File: config.mk
export PLATFORM = sky130hd
export DESIGN_NAME = adder_arbiter_50_20
export DESIGN_NICKNAME = d
export VERILOG_FILES = /design/src/rtl/adder_arb_pkg.sv /design/src/rtl/customAdder50_30.sv /design/src/rtl/adder_arbiter_50_20.sv
export SDC_FILE = /design/constraint.sdc
export NUM_CORES = 1
export LEC_CHECK = 0
export BUFFER_PORTS_ARGS = -buffer_cell sky130_fd_sc_hd__buf_2
export CAP_MARGIN = 0
export CORE_MARGIN = 1.5
export CORE_UTILIZATION = 29
export CTS_BUF_LIST = sky130_fd_sc_hd__clkbuf_4 sky130_fd_sc_hd__clkbuf_8 sky130_fd_sc_hd__clkbuf_16
export DETAILED_ROUTE_END_ITERATION = 12
export SYNTH_ARGS = -nofsm -noshare
export SYNTH_HDL_FRONTEND = slang
export SYNTH_SLANG_ARGS = --single-unit
export TNS_END_PERCENT = 1
File: constraint.sdc
create_clock -name clk -period 6.6 [get_ports clk]
set_input_delay 1.32 -clock clk [delete_from_list [all_inputs] [get_ports clk]]
set_output_delay 1.32 -clock clk [all_outputs]
set_load 0.005 [all_outputs]
File: src/rtl/adder_arb_pkg.sv
// Shared widths and types for the two-port arbiter around the 50+20 bit adder.
package adder_arb_pkg;
  localparam int ADDER_A_W = 50;
  localparam int ADDER_B_W = 20;
  localparam int ADDER_S_W = 51;

  typedef logic [0:0] port_id_t;
endpackage

File: src/rtl/customAdder50_30.sv
// Shared unsigned adder: A plus zero-extended B, carry returned in the top bit.
module customAdder50_30
  import adder_arb_pkg::*;
(
  input  logic [ADDER_A_W-1:0] a,
  input  logic [ADDER_B_W-1:0] b,
  output logic [ADDER_S_W-1:0] sum
);

  assign sum = {1'b0, a} + {{(ADDER_S_W-ADDER_B_W){1'b0}}, b};

endmodule

File: src/rtl/adder_arbiter_50_20.sv
// Round-robin arbiter sharing one adder between two valid/ready requesters,
// with a per-port response register held until the requester consumes it.
module adder_arbiter_50_20
  import adder_arb_pkg::*;
#(
  parameter int A_WIDTH = 50,
  parameter int B_WIDTH = 20
) (
  input  logic               clk,
  input  logic               rst,
  input  logic               req0_valid,
  output logic               req0_ready,
  input  logic [A_WIDTH-1:0] req0_a,
  input  logic [B_WIDTH-1:0] req0_b,
  input  logic               req1_valid,
  output logic               req1_ready,
  input  logic [A_WIDTH-1:0] req1_a,
  input  logic [B_WIDTH-1:0] req1_b,
  output logic               resp0_valid,
  input  logic               resp0_ready,
  output logic [A_WIDTH:0]   resp0_sum,
  output logic               resp1_valid,
  input  logic               resp1_ready,
  output logic [A_WIDTH:0]   resp1_sum
);

  port_id_t            rr_ptr;
  logic                elig0;
  logic                elig1;
  logic                grant0;
  logic                grant1;
  logic [ADDER_A_W-1:0] add_a;
  logic [ADDER_B_W-1:0] add_b;
  logic [ADDER_S_W-1:0] add_sum;

  // A held response blocks its port even in the cycle it is being consumed.
  assign elig0 = req0_valid && !resp0_valid;
  assign elig1 = req1_valid && !resp1_valid;

  assign grant0 = !rst && elig0 && (!elig1 || (rr_ptr == 1'b0));
  assign grant1 = !rst && elig1 && (!elig0 || (rr_ptr == 1'b1));

  assign req0_ready = grant0;
  assign req1_ready = grant1;

  assign add_a = grant1 ? req1_a : req0_a;
  assign add_b = grant1 ? req1_b : req0_b;

  customAdder50_30 u_adder (
    .a   (add_a),
    .b   (add_b),
    .sum (add_sum)
  );

  always_ff @(posedge clk) begin
    if (rst) begin
      rr_ptr      <= 1'b0;
      resp0_valid <= 1'b0;
      resp1_valid <= 1'b0;
      resp0_sum   <= '0;
      resp1_sum   <= '0;
    end else begin
      if (grant0) begin
        resp0_sum   <= add_sum;
        resp0_valid <= 1'b1;
        rr_ptr      <= 1'b1;
      end else if (resp0_valid && resp0_ready) begin
        resp0_valid <= 1'b0;
      end

      if (grant1) begin
        resp1_sum   <= add_sum;
        resp1_valid <= 1'b1;
        rr_ptr      <= 1'b0;
      end else if (resp1_valid && resp1_ready) begin
        resp1_valid <= 1'b0;
      end
    end
  end

endmodule

# Yosys cells after proc, flatten, opt, wreduce, memory -nomap -nowiden
# Cells that the tools add are included.
# op_classes
bitwise,1
mux,6
reduce_logical,18
addsub,1
# ops
cell,count
$add 50x20->51,1
$mux 50,1
$mux 20,1
$logic_and 1x1->1,8
$logic_not 1->1,5
$mux 1,4
$reduce_bool 2->1,2
$logic_or 1x1->1,2
$reduce_or 2->1,1
$not 1->1,1
# word_totals
inputBits,146
reg_bits,105

# Logic depth before layout (Yosys ltp)
# Gate-level depths: netlist (run 1).
# depth
depth_word,7
ltp_mapped,23
mapped_depth_nobuf,16

# Modules after synthesis
# From an unflattened synthesis (run 1), not the netlist that was laid out.
# hier_totals
cells_unflattened,687
hier_area_um2,7069.3
# by_module_without_submodules
module,cells_each,seq_area_each_um2,area_each_um2,instances
adder_arbiter_50_20,425,2102.0,5201.2,1
customAdder50_30,262,0.0,1868.0,1

# Least setup slack after synthesis (run 1)
# OpenSTA, ideal clock, no wires.
# synth_path
path_kind,input port to flip-flop
from,input rst
to,register resp0_sum[44]
slack_ns,1.121
arrival_ns,5.357
stages,22
setup_ns,0.122
path_cell_list,buf_2 nor3b_4 nand2_4 inv_2 buf_6 buf_2 buf_2 clkbuf_1 clkbuf_1 nand2_1 nand2_1 ha_1 a211oi_1 nor2_1 or4b_1 and2_1 buf_2 o2111ai_2 buf_4 nor3_2 and3_1 a311o_1
# synth_between
elab_chain_len,5
elab_cells_between_ends,8
# synth_lines
element,line,source
start: declaration,adder_arbiter_50_20.sv:10,"input logic rst,"
$logic_not 1->1,"adder_arbiter_50_20.sv:40, adder_arbiter_50_20.sv:41",
$logic_and 1x1->1 (2 in series),adder_arbiter_50_20.sv:41,assign grant1 = !rst && elig1 && (!elig0 || (rr_ptr == 1'b1));
$mux 50 or $mux 20 (tied branches),"adder_arbiter_50_20.sv:46, adder_arbiter_50_20.sv:47",
$add 50x20->51,customAdder50_30.sv:10,"assign sum = {1'b0, a} + {{(ADDER_S_W-ADDER_B_W){1'b0}}, b};"
end signal: assignment,adder_arbiter_50_20.sv:64,resp0_sum <= add_sum;
end: declaration,adder_arbiter_50_20.sv:21,"output logic [A_WIDTH:0] resp0_sum,"
# Parallel ways exist; a longest one is shown, timed or not.
# A chain may end at the register's enable or synchronous reset.

# Worst setup path after layout (run 1)
# layout_path
from,input req0_valid
to,register resp0_sum[31]
# layout_between
elab_chain_len,6
elab_cells_between_ends,9
# layout_lines
element,line,source
start: declaration,adder_arbiter_50_20.sv:11,"input logic req0_valid,"
$logic_and 1x1->1 (*),adder_arbiter_50_20.sv:37,assign elig0 = req0_valid && !resp0_valid;
$logic_not 1->1,adder_arbiter_50_20.sv:41,
$logic_or 1x1->1,adder_arbiter_50_20.sv:41,
$logic_and 1x1->1,adder_arbiter_50_20.sv:41,
$mux 50 or $mux 20 (tied branches),"adder_arbiter_50_20.sv:46, adder_arbiter_50_20.sv:47",
$add 50x20->51,customAdder50_30.sv:10,
# Mark *: on every way between the ends. The rest lies on a longest branch, timed or not.

==> results of run 1 <==
## per-stage QoR
stage / worst slack (ns) / power [mW] / instances
CTS: 1.14 / 1.95 / 1429
global placement: 0.912 / 1.35 / 1413
global route: 0.727 / 2.04 / 1429
finish: 1.16 / 1.92 / 1429
floorplan: 1.12 / 1.10 / 921
detailed placement: 0.760 / 1.35 / 1413
## layout make-up
class	count	area (um^2)	area share (%)
Clock buffer	9	225	2.66
Clock inverter	7	86.3	1.02
Inverter	10	38.8	0.459
Multi-Input combinational cell	753	4310	51.0
Sequential cell	105	2100	24.9
Tap cell	285	357	4.22
Timing Repair Buffer	260	1340	15.8
## worst max-delay path: stages
cell	delay, ns
buf_2	0.09
or3b_1	0.48
nand2_4	0.13
clkinv_2	0.48
buf_4	0.42
nand2_1	0.08
nand2_1	0.05
ha_1	0.35
o21ai_0	0.13
o21ai_1	0.37
nand4_1	0.27
a21oi_2	0.41
o21ai_1	0.18
or4_1	0.61
mux2i_1	0.17
o21ai_0	0.10
## flip-flops by register name (all words and copies together) (netlist names)
register	cells
resp0_valid	1
rr_ptr	1
resp0_sum	51
resp1_valid	1
resp1_sum	51
## cells in the final DEF (no fill, tap or decap), types with 5 or more instances in the layout
cell       synthesis  final
nand2_1          260    260
buf_2              6    251
dfxtp_1          105    105
nand3_1           84     84
a21oi_1           53     52
o21ai_0           47     47
xor2_1            36     36
nor2_1            34     34
xnor2_1           25     25
mux2i_1           22     22
ha_1              20     20
nand4_1           15     15
o22ai_1           14     14
and3_1            13     13
a21o_1            12     12
a211oi_1          11     11
o21ai_1           10     10
clkbuf_16          0      9
inv_1              9      8
nor3_1             8      8
a31oi_1            8      8
buf_4              1      8
or2_2              6      6
and2_1             5      5
## how the worst max path moves through the flow
| stage | end | start | cells past startpoint | slack, ns |
|---|---|---|---|---|
| global placement | resp0_sum[31] | req0_valid | 16 | 0.91 |
| floorplan | resp0_sum[44] | rst | 22 | 1.12 |
| global route | resp0_sum[40] | req0_valid | 17 | 0.73 |
| detailed placement | resp0_sum[31] | req0_valid | 16 | 0.76 |
| CTS | resp0_sum[31] | req0_valid | 16 | 1.14 |
| finish | resp0_sum[31] | req0_valid | 16 | 1.16 |
## metal layers
metal  track usage [%]  vias to the layer above
met1              25.8                     3286
met3              4.17                       27
li1                  -                     3638
met4              7.14                        2
met5                 0                        -
met2              34.0                      280
## power by group through the flow
stage | Clock (mW) | Combinational, mW | Sequential (mW)
2_1_floorplan | 0 | 0.349 | 0.754
6_report | 0.585 | 0.598 | 0.737
4_1_cts | 0.605 | 0.603 | 0.737
5_1_grt | 0.624 | 0.667 | 0.745
3_3_place_gp | 0 | 0.596 | 0.752
3_5_place_dp | 0 | 0.599 | 0.751
## cell families (layout without fill, tap and decap cells)
logic type	count (synthesis)	count (layout)
AOI/OAI and AO/OA	187	187
xor gates and xnor gates	61	61
adders and majority gates	21	21
buffers and inverters	63	286
DFF	105	105
muxes	27	27
and+or+nand+nor	457	457
==> flow_metrics.py, run 1 <==
metrics = {
    "run_status": {
        "outcome": "finished, final reports clean",
    },
    "job": {
        "max-cap-violations": 0,
    },
    "sta": {
        "setup_viol": 0,
        "layout_min_cycle_time_ns": 5.44,
        "skew_ns": 0.0110,
        "fin_hold_ws_ns": 0.452,
        "hold_viol": 0,
        "fin_crit_sh_pct": 82.5,
        "final_max_slew_viol_count": 0,
        "relSlewSlack_pct": 40.5,
        "clock.fmax_mhz": 184,
        "worst_slew_pin_slew_ns": 0.890,
        "tns_ns": 0,
        "grt_setup_unrepaired": "false",
    },
    "grt": {
        "grtUsageTotal_pct": 20.3,
        "grt_start_max_net_pins": 150,
        "overflow": 0,
        "grt_pass1_wl_um": 37800,
        "grt_pass1_vias": 6950,
        "antenna_found_initial": 1,
    },
    "clock_network": {
        "postCtsHoldBufs": 0,
        "clock_sinks": 105,
        "cts_buffers": 9,
        "post_cts_resized": 0,
        "tritoncts": "yes",
        "htreeDepth": 3,
        "cts_root_buf": "clkbuf_16",
        "path_clk_slew_ns": 0.08,
        "cts_max_path_buffers": 2,
        "post_cts_buffers": 0,
        "clk_latency_ns": 0.37,
    },
    "drt": {
        "vias": 7233,
        "dr.max_layer_used": "met5",
        "met1_length_um": 10800,
        "ant_nets": 0,
        "drcViolationCount": 0,
        "wirelength_um": 24500,
        "wl_met3_um": 1690,
        "drtIter0Drc": 434,
        "wl_met2_um": 11400,
        "first_pass_iters": 5,
        "wl_per_cell_um": 17.2,
        "vias_per_cell": 5.06,
    },
    "logic_synthesis": {
        "synth_largest_area_cell": "dfxtp_1",
        "synth_area_leaders": "dfxtp_1 (32%), nand2_1 (15%), nand3_1 (6.3%)",
        "synth_edf_count": 0,
        "netlist_instances": 921,
        "synthArstFlopShare_pct": 0,
        "yosys.area_share.xor_xnor_pct": 8.01,
        "synth_compound_area_share_pct": 17.1,
        "syn_area_per_cell_um2": 7.24,
        "ys_ff_latch": 105,
        "yosys_most_used_dff": "dfxtp_1",
        "netlist_area_um2": 6670,
        "synth_simple_gate_area_share_pct": 31.1,
        "synth-adder-area-share_pct": 4.05,
        "yosysWarnings": 0,
        "synthMuxAreaShare_pct": 4.26,
        "ys_seq_area_share_pct": 31.5,
        "synth_top_family_by_area": "simple AND/OR/NAND/NOR gates",
        "yosys-top-cells-count": "nand2_1 (260), dfxtp_1 (105), nand3_1 (84)",
        "syn-num-nets": 1088,
        "synth_cell_type_count": 61,
        "synth.most_common_cell": "nand2_1",
        "yosys.area.top_type_share_pct": 31.5,
    },
    "pwr": {
        "swShare_pct": 35.2,
        "power_switching_mw": 0.677,
        "ir_drop_v": 0.000113,
        "power_frac_clock_pct": 30.5,
        "seqPwrFrac_pct": 38.4,
        "p_per_area_nw_per_um2": 227,
        "pwr-share-comb_pct": 31.1,
        "p_leak_nw": 4.00,
        "p_int_mw": 1.24,
    },
    "worst_setup_path": {
        "r2r_start": "rr_ptr",
        "worstSetupPathType": "in2reg",
        "cp_data_arrival_time_ns": 5.66,
        "rrSetupSlack_ns": 1.79,
        "rr_worst_depth": 15,
        "timing.rr.end": "resp0_sum[31]",
        "cp-end-kind": "register",
        "critPathLaunchType": "input pin",
        "cp.required_ns": 6.82,
        "critPathMaxFanout": 45,
    },
    "placement": {
        "dp_hpwl_um": 18600,
        "port-buffer-count": 251,
        "postPlaceCellArea_um2": 8150,
        "globalplace.congestion": 0.847,
    },
    "floorplan": {
        "start_util_pct": 29.5,
        "rows": 55,
        "core_area_um2": 22600,
        "chipHeight_um": 155,
        "dieArea_um2": 23900,
        "die_x_um": 155,
        "io_pins": 252,
    },
    "min_path": {
        "hold_class": "reg2reg",
        "min_path_cells": 2,
        "hold_end": "resp0_sum[9]",
        "hold_start": "resp0_sum[9]",
    },
    "finish": {
        "fin_area_um2": 8460,
        "fin_util_pct": 37.5,
        "nets": 1306,
        "diodes": 0,
        "drive_gt1_share_pct": 26.2,
        "area_growth_pct": 26.9,
        "fillers": 2432,
    },
}
Note: power is estimated with default switching activity, not from simulation.
==> inputs of run 2 (changes only) <==
==> constraint.sdc (replaced) <==
create_clock -name clk -period 5.1 [get_ports clk]
set_input_delay 1.02 -clock clk [delete_from_list [all_inputs] [get_ports clk]]
set_output_delay 1.02 -clock clk [all_outputs]
set_load 0.005 [all_outputs]
==> run 2 against run 1 <==
  * Utilization grew 0.34 points
  * Cell area up 0.90%
  * Sequential power increased by 30%
  * Hold slack better by 0.0025 ns
  * Combinational power is 30% higher
  * Largest cell class unchanged
  * Flip-flop and latch count did not move
  * Global-route usage increased by 0.40 points
==> flow_metrics.py, run 2 (same netlist as run 1, synthesis figures left out) <==
metrics = {
    "run_status": {
        "outcome": "finished, final reports clean",
    },
    "sta": {
        "tns_ns": 0,
        "final_max_slew_viol_count": 0,
        "grt_setup_unrepaired": "false",
        "fin_hold_ws_ns": 0.454,
        "layout_min_cycle_time_ns": 4.56,
        "relSlewSlack_pct": 43.0,
        "setup_viol": 0,
        "skew_ns": 0.0177,
        "worst_slew_pin_slew_ns": 0.856,
        "hold_viol": 0,
        "fin_crit_sh_pct": 89.4,
        "clock.fmax_mhz": 219,
        "setup_slack_ns": 0.542,
    },
    "worst_setup_path": {
        "crit_path_max_incr_delay_ns": 0.58,
        "worstSetupPathType": "in2reg",
        "cp_data_arrival_time_ns": 4.77,
        "cp.required_ns": 5.31,
        "critPathLaunchType": "input pin",
        "cp_slowest_cell": "or4_1",
        "critPathMaxFanout": 52,
        "cp_cell_sequence": "buf_2 -> or3b_1 -> nand2_4 -> clkinv_2 -> buf_12 -> nand2_1 -> nand2_1 -> ha_1 -> o21ai_0 -> o21ai_1 -> nand4_1 -> a21oi_2 -> o21ai_1 -> buf_4 -> or4_1 -> mux2i_1 -> o21ai_0",
        "cp-end-kind": "register",
    },
    "placement": {
        "placed_cells": 1422,
        "port-buffer-count": 251,
        "globalplace.congestion": 0.856,
        "dp_slack_ns": 0.215,
        "postPlaceCellArea_um2": 8230,
        "dp_hpwl_um": 19100,
    },
    "finish": {
        "nets": 1315,
        "reg.largest.list": "resp0_sum x51, resp1_sum x51",
        "final_common_cell": "nand2_1",
        "fin_cells": 1438,
        "diodes": 0,
        "drive_gt1_share_pct": 26.8,
        "area_growth_pct": 28.0,
        "fin_area_um2": 8530,
        "fillers": 2450,
        "final_cell_mix": "nand2_1 (260), buf_2 (251), dfxtp_1 (105)",
    },
    "pwr": {
        "swShare_pct": 34.3,
        "p_leak_nw": 4.04,
        "pwr-share-comb_pct": 31.5,
        "power_frac_clock_pct": 29.8,
        "p_int_mw": 1.63,
        "ir_drop_v": 0.000126,
        "power_switching_mw": 0.847,
        "seqPwrFrac_pct": 38.7,
        "p_per_area_nw_per_um2": 290,
    },
    "floorplan": {
        "die_x_um": 155,
        "rows": 55,
        "core_area_um2": 22600,
        "chipHeight_um": 155,
        "io_pins": 252,
        "start_util_pct": 29.5,
        "dieArea_um2": 23900,
    },
    "drt": {
        "ant_nets": 0,
        "wl_per_cell_um": 17.4,
        "first_pass_iters": 5,
        "drcViolationCount": 0,
        "drtIter0Drc": 452,
        "wirelength_um": 25100,
        "vias_per_cell": 5.08,
        "vias": 7299,
    },
    "grt": {
        "grtUsageTotal_pct": 20.7,
        "overflow": 0,
        "grt_start_max_net_pins": 74,
        "grt_pass1_vias": 6886,
        "antenna_found_initial": 1,
        "grt_pass1_wl_um": 38300,
    },
    "clock_network": {
        "postCtsHoldBufs": 0,
        "path_clk_slew_ns": 0.07,
        "clock_sinks": 105,
        "tritoncts": "yes",
        "cts_max_path_buffers": 2,
        "cts_root_buf": "clkbuf_16",
        "cts_buffers": 9,
        "post_cts_buffers": 0,
        "post_cts_resized": 0,
        "htreeDepth": 3,
        "clk_latency_ns": 0.36,
    },
    "min_path": {
        "hold_class": "reg2reg",
    },
    "job": {
        "max-cap-violations": 0,
    },
}
## run 2: changes by cell type in the layout (fill, tap and decap cells not counted)
| cell | delta |
|---|---|
| buf_12 | +1 |
| buf_4 | +8 |
| clkbuf_4 | +1 |
| clkbuf_8 | +1 |
| inv_6 | +1 |
| inv_8 | -3 |
## run 2: layer usage
layer,track usage [%],up-vias,part of all wire [%],routed length (um)
met3,3.28,30,6.6,1660
met4,6.41,2,2.1,516
met5,0,-,0.052,13
met1,27.1,3311,44,11100
li1,-,3653,-,-
met2,34.9,303,47,11700
## run 2: metrics by stage
| stage | utilization, % | power (mW) |
|---|---|---|
| after CTS | 37.8 | 2.50 |
| after floorplan | - | 1.43 |
| final | 37.8 | 2.47 |
| after global placement | 36.4 | 1.75 |
| after detailed placement | 36.4 | 1.76 |
| after global routing | 37.8 | 2.62 |
## run 2: critical path, delay by kind of cell
| family | cells | cell delay, ns |
|---|---|---|
| AO/OA/AOI/OAI | 5 | 1.12 |
| adder cells (fa/ha/maj) | 1 | 0.34 |
| AND/OR/NAND/NOR | 6 | 1.60 |
| buffers and inverters | 4 | 0.53 |
| multiplexers | 1 | 0.16 |
## run 2: final timing paths
path,slack (ns),startpoint,end,cells past startpoint
setup reg to reg,0.88,rr_ptr,resp0_sum[31],16
hold reg to reg,0.45,resp1_sum[0],resp1_sum[0],2
hold / removal,0.45,resp1_sum[0],resp1_sum[0],2
setup / recovery,0.54,req0_valid,resp0_sum[31],17
## run 2: final cells by class
cell class | instances | area, um^2 | area share (%)
clock buffers | 11 | 246 | 2.89
clock inverters | 5 | 61.3 | 0.718
inverters | 10 | 38.8 | 0.454
multi-input cells | 753 | 4310 | 50.5
flip-flops and latches | 105 | 2100 | 24.6
well taps | 285 | 357 | 4.18
repair buffers | 269 | 1420 | 16.6
## run 2: power groups by stage
| stage | Sequential, mW | Clock (mW) | Combinational (mW) |
|---|---|---|---|
| finish | 0.958 | 0.737 | 0.778 |
| floorplan | 0.976 | 0 | 0.452 |
| global placement | 0.977 | 0 | 0.777 |
| global route | 0.967 | 0.784 | 0.867 |
| detailed placement | 0.975 | 0 | 0.781 |
| CTS | 0.958 | 0.757 | 0.786 |
